`config.mk`:
```
export PLATFORM = sky130hd
export DESIGN_NAME = instruction_printer_flat
export DESIGN_NICKNAME = d
export VERILOG_FILES = /design/src/rtl/instruction_printer_if.sv /design/src/rtl/instruction_printer.sv /design/src/flat_wrapper.sv
export SDC_FILE = /design/constraint.sdc
export NUM_CORES = 1
export LEC_CHECK = 0
export ABC_AREA = 1
export CAP_MARGIN = 25
export CELL_PAD_IN_SITES_DETAIL_PLACEMENT = 1
export CELL_PAD_IN_SITES_GLOBAL_PLACEMENT = 2
export CORE_UTILIZATION = 33
export CTS_CLUSTER_SIZE = 16
export DETAILED_ROUTE_END_ITERATION = 10
export GPL_ROUTABILITY_DRIVEN = 0
export HOLD_SLACK_MARGIN = 0.05
export MAX_ROUTING_LAYER = met4
export PLACE_DENSITY = 0.81
export SLEW_MARGIN = 30
export SYNTH_ARGS = -nofsm -noshare
export SYNTH_HDL_FRONTEND = slang
export SYNTH_SLANG_ARGS = --single-unit
```
`constraint.sdc`:
```
create_clock -name clk_in -period 2.79 [get_ports clk_in]
set_clock_uncertainty 0.05 [all_clocks]
set_input_delay 0.279 -clock clk_in [delete_from_list [all_inputs] [get_ports clk_in]]
set_output_delay 0.279 -clock clk_in [all_outputs]
set_load 0.05 [all_outputs]
```
`src/rtl/instruction_printer_if.sv`:
```
// instruction_printer_if: request fields and ASCII stream handshake of instruction_printer
interface instruction_printer_if;
  logic       start;
  logic [6:0] opcode;
  logic [2:0] funct3;
  logic [6:0] funct7;
  logic [7:0] ascii_out;
  logic       ascii_valid;
  logic       ascii_ready;
  logic       busy_flag;
  logic       done_flag;
  logic       error_flag;
  modport master (
    output start, opcode, funct3, funct7, ascii_ready,
    input  ascii_out, ascii_valid, busy_flag, done_flag, error_flag
  );
  modport slave (
    input  start, opcode, funct3, funct7, ascii_ready,
    output ascii_out, ascii_valid, busy_flag, done_flag, error_flag
  );
endinterface

```
`src/rtl/instruction_printer.sv`:
```
// instruction_printer: streams the RV32I mnemonic of an opcode/funct3/funct7 triple as lowercase ASCII
module instruction_printer #(
  parameter logic [7:0] TERMINATOR = 8'h20
) (
  input logic clk_in,
  input logic rst_in,
  instruction_printer_if.slave io
);
  typedef enum logic [2:0] {IDLE, LOOKUP, EMIT, TERM, DONE, ERROR} state_t;
  state_t      state;
  logic [6:0]  op_q, f7_q;
  logic [2:0]  f3_q, len, idx, dec_len;
  logic [39:0] buffer, dec_str, dec_left;
  logic [7:0]  out_q;
  logic        valid_q, busy_q, done_q, error_q;
  // mnemonics are right-justified string literals; an all-zero result marks an illegal encoding
  always_comb begin
    dec_str = '0;
    case (op_q)
      7'b0110111: dec_str = 40'("lui");
      7'b0010111: dec_str = 40'("auipc");
      7'b1101111: dec_str = 40'("jal");
      7'b1100111: dec_str = f3_q == 3'b000 ? 40'("jalr") : '0;
      7'b1100011: case (f3_q)
        3'b000: dec_str = 40'("beq");
        3'b001: dec_str = 40'("bne");
        3'b100: dec_str = 40'("blt");
        3'b101: dec_str = 40'("bge");
        3'b110: dec_str = 40'("bltu");
        3'b111: dec_str = 40'("bgeu");
        default: ;
      endcase
      7'b0000011: case (f3_q)
        3'b000: dec_str = 40'("lb");
        3'b001: dec_str = 40'("lh");
        3'b010: dec_str = 40'("lw");
        3'b100: dec_str = 40'("lbu");
        3'b101: dec_str = 40'("lhu");
        default: ;
      endcase
      7'b0100011: case (f3_q)
        3'b000: dec_str = 40'("sb");
        3'b001: dec_str = 40'("sh");
        3'b010: dec_str = 40'("sw");
        default: ;
      endcase
      7'b0010011: case (f3_q)
        3'b000: dec_str = 40'("addi");
        3'b001: dec_str = f7_q == 7'h00 ? 40'("slli") : '0;
        3'b010: dec_str = 40'("slti");
        3'b011: dec_str = 40'("sltiu");
        3'b100: dec_str = 40'("xori");
        3'b101: dec_str = f7_q == 7'h00 ? 40'("srli") : f7_q == 7'h20 ? 40'("srai") : '0;
        3'b110: dec_str = 40'("ori");
        3'b111: dec_str = 40'("andi");
      endcase
      7'b0110011: case (f7_q)
        7'h00: case (f3_q)
          3'b000: dec_str = 40'("add");
          3'b001: dec_str = 40'("sll");
          3'b010: dec_str = 40'("slt");
          3'b011: dec_str = 40'("sltu");
          3'b100: dec_str = 40'("xor");
          3'b101: dec_str = 40'("srl");
          3'b110: dec_str = 40'("or");
          3'b111: dec_str = 40'("and");
        endcase
        7'h20: dec_str = f3_q == 3'b000 ? 40'("sub") : f3_q == 3'b101 ? 40'("sra") : '0;
        default: ;
      endcase
      default: ;
    endcase
    dec_len  = dec_str[39:32] != 8'h00 ? 3'd5 : dec_str[31:24] != 8'h00 ? 3'd4 :
               dec_str[23:16] != 8'h00 ? 3'd3 : 3'd2;
    dec_left = dec_str << (6'd8 * (6'd5 - {3'b000, dec_len}));
  end
  // buffer[39:32] always holds the character currently presented; it shifts up on each handshake
  always_ff @(posedge clk_in) begin
    if (rst_in) begin
      state   <= IDLE;
      op_q    <= '0;
      f3_q    <= '0;
      f7_q    <= '0;
      buffer  <= '0;
      len     <= '0;
      idx     <= '0;
      out_q   <= '0;
      valid_q <= 1'b0;
      busy_q  <= 1'b0;
      done_q  <= 1'b0;
      error_q <= 1'b0;
    end else begin
      case (state)
        IDLE: if (io.start) begin
          op_q   <= io.opcode;
          f3_q   <= io.funct3;
          f7_q   <= io.funct7;
          busy_q <= 1'b1;
          state  <= LOOKUP;
        end
        LOOKUP: begin
          buffer <= dec_left;
          len    <= dec_len;
          idx    <= '0;
          if (dec_str != '0) begin
            out_q   <= dec_left[39:32];
            valid_q <= 1'b1;
            state   <= EMIT;
          end else begin
            error_q <= 1'b1;
            state   <= ERROR;
          end
        end
        EMIT: if (io.ascii_ready) begin
          idx    <= idx + 3'd1;
          buffer <= buffer << 8;
          out_q  <= idx == len - 3'd1 ? TERMINATOR : buffer[31:24];
          state  <= idx == len - 3'd1 ? TERM : EMIT;
        end
        TERM: if (io.ascii_ready) begin
          out_q   <= '0;
          valid_q <= 1'b0;
          done_q  <= 1'b1;
          state   <= DONE;
        end
        default: begin
          done_q  <= 1'b0;
          error_q <= 1'b0;
          busy_q  <= 1'b0;
          state   <= IDLE;
        end
      endcase
    end
  end
  assign io.ascii_out   = out_q;
  assign io.ascii_valid = valid_q;
  assign io.busy_flag   = busy_q;
  assign io.done_flag   = done_q;
  assign io.error_flag  = error_q;
endmodule

```
`src/flat_wrapper.sv`:
```
// flat-port wrapper written by rule: the top's interface ports become plain ports
module instruction_printer_flat 
#(
  parameter logic [7:0] TERMINATOR = 8'h20
)
  (clk_in, rst_in, io_start, io_opcode, io_funct3, io_funct7, io_ascii_ready, io_ascii_out, io_ascii_valid, io_busy_flag, io_done_flag, io_error_flag);
  instruction_printer_if io_i ();
  input logic clk_in;
  input logic rst_in;
  input wire logic [$bits(io_i.start)-1:0] io_start;
  input wire logic [$bits(io_i.opcode)-1:0] io_opcode;
  input wire logic [$bits(io_i.funct3)-1:0] io_funct3;
  input wire logic [$bits(io_i.funct7)-1:0] io_funct7;
  input wire logic [$bits(io_i.ascii_ready)-1:0] io_ascii_ready;
  output wire logic [$bits(io_i.ascii_out)-1:0] io_ascii_out;
  output wire logic [$bits(io_i.ascii_valid)-1:0] io_ascii_valid;
  output wire logic [$bits(io_i.busy_flag)-1:0] io_busy_flag;
  output wire logic [$bits(io_i.done_flag)-1:0] io_done_flag;
  output wire logic [$bits(io_i.error_flag)-1:0] io_error_flag;
  assign io_i.start = io_start;
  assign io_i.opcode = io_opcode;
  assign io_i.funct3 = io_funct3;
  assign io_i.funct7 = io_funct7;
  assign io_i.ascii_ready = io_ascii_ready;
  assign io_ascii_out = io_i.ascii_out;
  assign io_ascii_valid = io_i.ascii_valid;
  assign io_busy_flag = io_i.busy_flag;
  assign io_done_flag = io_i.done_flag;
  assign io_error_flag = io_i.error_flag;
  instruction_printer #(.TERMINATOR(TERMINATOR)) u_core (.clk_in(clk_in), .rst_in(rst_in), .io(io_i));
endmodule
```
==> metrics.txt, run 1 <==
Clock Latency Late Sink 0.35 ns; Non-Filler Instances 908; CP max-delay cell dfxtp_1; FF+latch count, synth 75; CTS tree built; ANT cells 0; Top delay family on crit path simple AND/OR/NAND/NOR gates; DRC 0; H-tree depth 3; antenna violation net count after detailed routing 0; P_int approximately 0.0020 W; Fillers 1743; Seq pwr share 0.410; Total GRT Usage 0.238; fin crit share 0.928; routed vias about 4700; RSZ-0062 raised after global routing no; Initial Utilization 0.339; Relative slew margins 0.510; Iteration-0 DRC Markers 400; placed cell count about 890; Final Max Slew Viols 0; Max Clock Freq a little under 400 MHz; CTS Buf Count 9; Clock Tree Buf Depth 2; clock share of power 0.346; WL per Instance 17.2 um; fin util 0.406; crit-path max FO 19; most frequent cells in the layout 158 x nand2_1, 78 x inv_1, 75 x a21oi_1; number of enable flip-flop cells after synthesis 0; CP Buf/Inv Count 2; Multi-input gate area about 2500 um^2; switch share 0.333; outcome finished, final reports clean; global-route wire length before repair approximately 25000 um; Layout Area Growth over Synthesis 19.5%; clock tree sinks 75; die span in y approximately 120 um; leakage power total around 2.4 nW; power density over the cells 568 nW/um^2; share of cells above drive strength 1 0.131; largest net degree at the start of global routing 31; crit path launch type flip-flop; setup TNS 0 ns; critical-path cell list inv_1 > nand2_1 > nor2_1 > nand2_1 > nor2_1 > nor2_1 > nand3_1 > nor2_1 > nand2_1 > nor2_2 > nand2_4 > nand2_8 > inv_2 > o21ai_0 > nand3_1 > nand2_1 > a21oi_1; NetSw a little over 0.001 W; post-synthesis sequential area ratio 0.334; Setup CP Type flip-flop to flip-flop; Final #Nets between 700 and 800; drt first pass iters 5; Netlist Area Pre-Place around 4500 um^2; I/O Buffers 31; die width 119 um; Worst-path clk slew ~0.060 ns; post-layout min period approximately 2.6 ns; peak supply drop 0.267 mV; gr ovfl total 0; drt total wl between 15000 and 20000 um; commonest non-fill, non-tap cell in the layout nand2_1; vias in the first global route 4700; Vias per Instance ~5.2; Rows 42; Cell variety after synth between 40 and 50; Avg Cell Area, Syn 6.55 um^2; initial antenna violation count 0; Seq. cell area between 1500 and 2000 um^2; CP endpoint kind flip-flop; Worst-Margin Slew approximately 0.73 ns; Top FF cell, synth dfxtp_1; Critical Path RT 2.95 ns; Post-DP HPWL approximately 12000 um; area of the die about 14000 um^2; worst hold path type flip-flop to flip-flop; Min-Delay Startpoint u_core.buffer[3]$_SDFFE_PP0P_; Worst Setup SP u_core.op_q[2]$_SDFFE_PP0P_; Crit path arrival time ~2.8 ns; Setup-failing EPs final 0; Final Hold Violating Endpoints 0; Root Driver clkbuf_16; core area about 13000 um^2; Synth Net Count between 700 and 800; Comb pwr share 0.244; FF-to-FF Start u_core.op_q[2]$_SDFFE_PP0P_; total of max-cap violations 0; Async SR Flop Fraction 0; Cells after Synth 686; Hold-fix buffers, CTS 0; Ports 33; Syn. warnings 0; worst stage delay on the critical path approximately 0.37 ns
==> path summary, 6_finish.rpt <==
path / endpoint / slack, ns / cells after the start
setup / recovery: u_core.buffer[16]$_SDFFE_PP0P_ / 0.20 / 17
hold / removal: u_core.buffer[3]$_SDFFE_PP0P_ / 0.39 / 2
setup reg to reg: u_core.buffer[16]$_SDFFE_PP0P_ / 0.20 / 17
hold reg to reg: u_core.buffer[3]$_SDFFE_PP0P_ / 0.39 / 2
==> layout make-up <==
| class | count | share of cell area |
|---|---|---|
| Multi-Input combinational cell | 496 | 0.473 |
| Sequential cell | 75 | 0.280 |
| Tap cell | 176 | 0.0410 |
| Clock buffer | 12 | 0.0459 |
| Clock inverter | 2 | 0.00256 |
| Inverter | 90 | 0.0629 |
| Timing Repair Buffer | 57 | 0.0941 |
==> power by group through the flow <==
stage / Clock (W) / Combinational, W / Sequential [W]
after floorplan: 0 / 0.000445 / 0.00132
final: 0.00106 / 0.000744 / 0.00125
after detailed placement: 0 / 0.000734 / 0.00127
after CTS: 0.00109 / 0.000738 / 0.00125
after global routing: 0.00112 / 0.000817 / 0.00126
after global placement: 0 / 0.000718 / 0.00127
==> layer usage <==
metal  GRT usage  vias to the layer above  part of all wire
li1            -                     2332                 -
met1       0.317                     2264              0.49
met2       0.359                      116              0.44
met3      0.0357                       31             0.045
met4      0.0926                        0             0.026
met5           -                        -                 0
==> logic make-up (layout without fill, tap and decap cells) <==
group           Yosys count  after routing  synth area share
compound gates          159            159             0.197
fa+ha+maj                 7              7            0.0195
flops                    75             75             0.334
xor+xnor                  3              3           0.00585
buf+inv                 115            161             0.105
other cells               1              1          0.000835
simple gates            326            326             0.338
==> cells in the mapped netlist, types with 3 or more instances <==
master	n	area (um^2)
o21ai_1	5	25.0
nor2_2	10	62.6
inv_2	12	45.0
dfxtp_1	75	1500
nand3b_1	3	22.5
a211oi_1	3	22.5
o21ai_0	47	235
o21a_1	6	45.0
nand3_1	52	260
nor2_1	58	218
inv_1	78	293
o211ai_1	9	67.6
buf_2	3	15.0
nand2_1	159	597
ha_1	7	87.6
nand4_1	7	43.8
a31oi_1	3	18.8
a21oi_1	75	375
buf_4	4	30.0
nor3_1	8	40.0
nor2_4	7	78.8
nand3_2	7	70.1
clkbuf_1	15	56.3
buf_6	3	33.8
nand2_2	9	56.3
==> worst register-to-register path, delay by kind of cell (launching register included) <==
family                 cells  cell delay (ns)
flip-flops                 1             0.37
AO/OA/AOI/OAI              2             0.22
AND/OR/NAND/NOR           13             1.63
buffers and inverters      2             0.18
==> repair_timing <==
item,in CTS,in global routing
setup endpoints to repair,0,25
buffers inserted,0,6
gates resized for setup,0,9
==> through the flow <==
| step | setup WS, ns | power (W) | cell area [um^2] | hold WS [ns] |
|---|---|---|---|---|
| after global placement | 0.0887 | 0.00198 | 5040 | 0.383 |
| final | 0.202 | 0.00305 | 5370 | 0.395 |
| after CTS | 0.0539 | 0.00308 | 5300 | 0.400 |
| after detailed placement | 0.0501 | 0.00201 | 5040 | 0.391 |
| after global routing | 0.00313 | 0.00320 | 5370 | 0.422 |
| after floorplan | 0.703 | 0.00176 | 4490 | 0.364 |
(Power assumes the default switching activity.)
==> run 2: changes to the inputs <==
--- a/config.mk
+++ b/config.mk
@@ -16,7 +16,6 @@
 export HOLD_SLACK_MARGIN = 0.05
 export MAX_ROUTING_LAYER = met4
 export PLACE_DENSITY = 0.81
-export SLEW_MARGIN = 30
 export SYNTH_ARGS = -nofsm -noshare
 export SYNTH_HDL_FRONTEND = slang
 export SYNTH_SLANG_ARGS = --single-unit
==> results of run 2 <==
Final layout, timing and power as in run 1 (identical DEF).
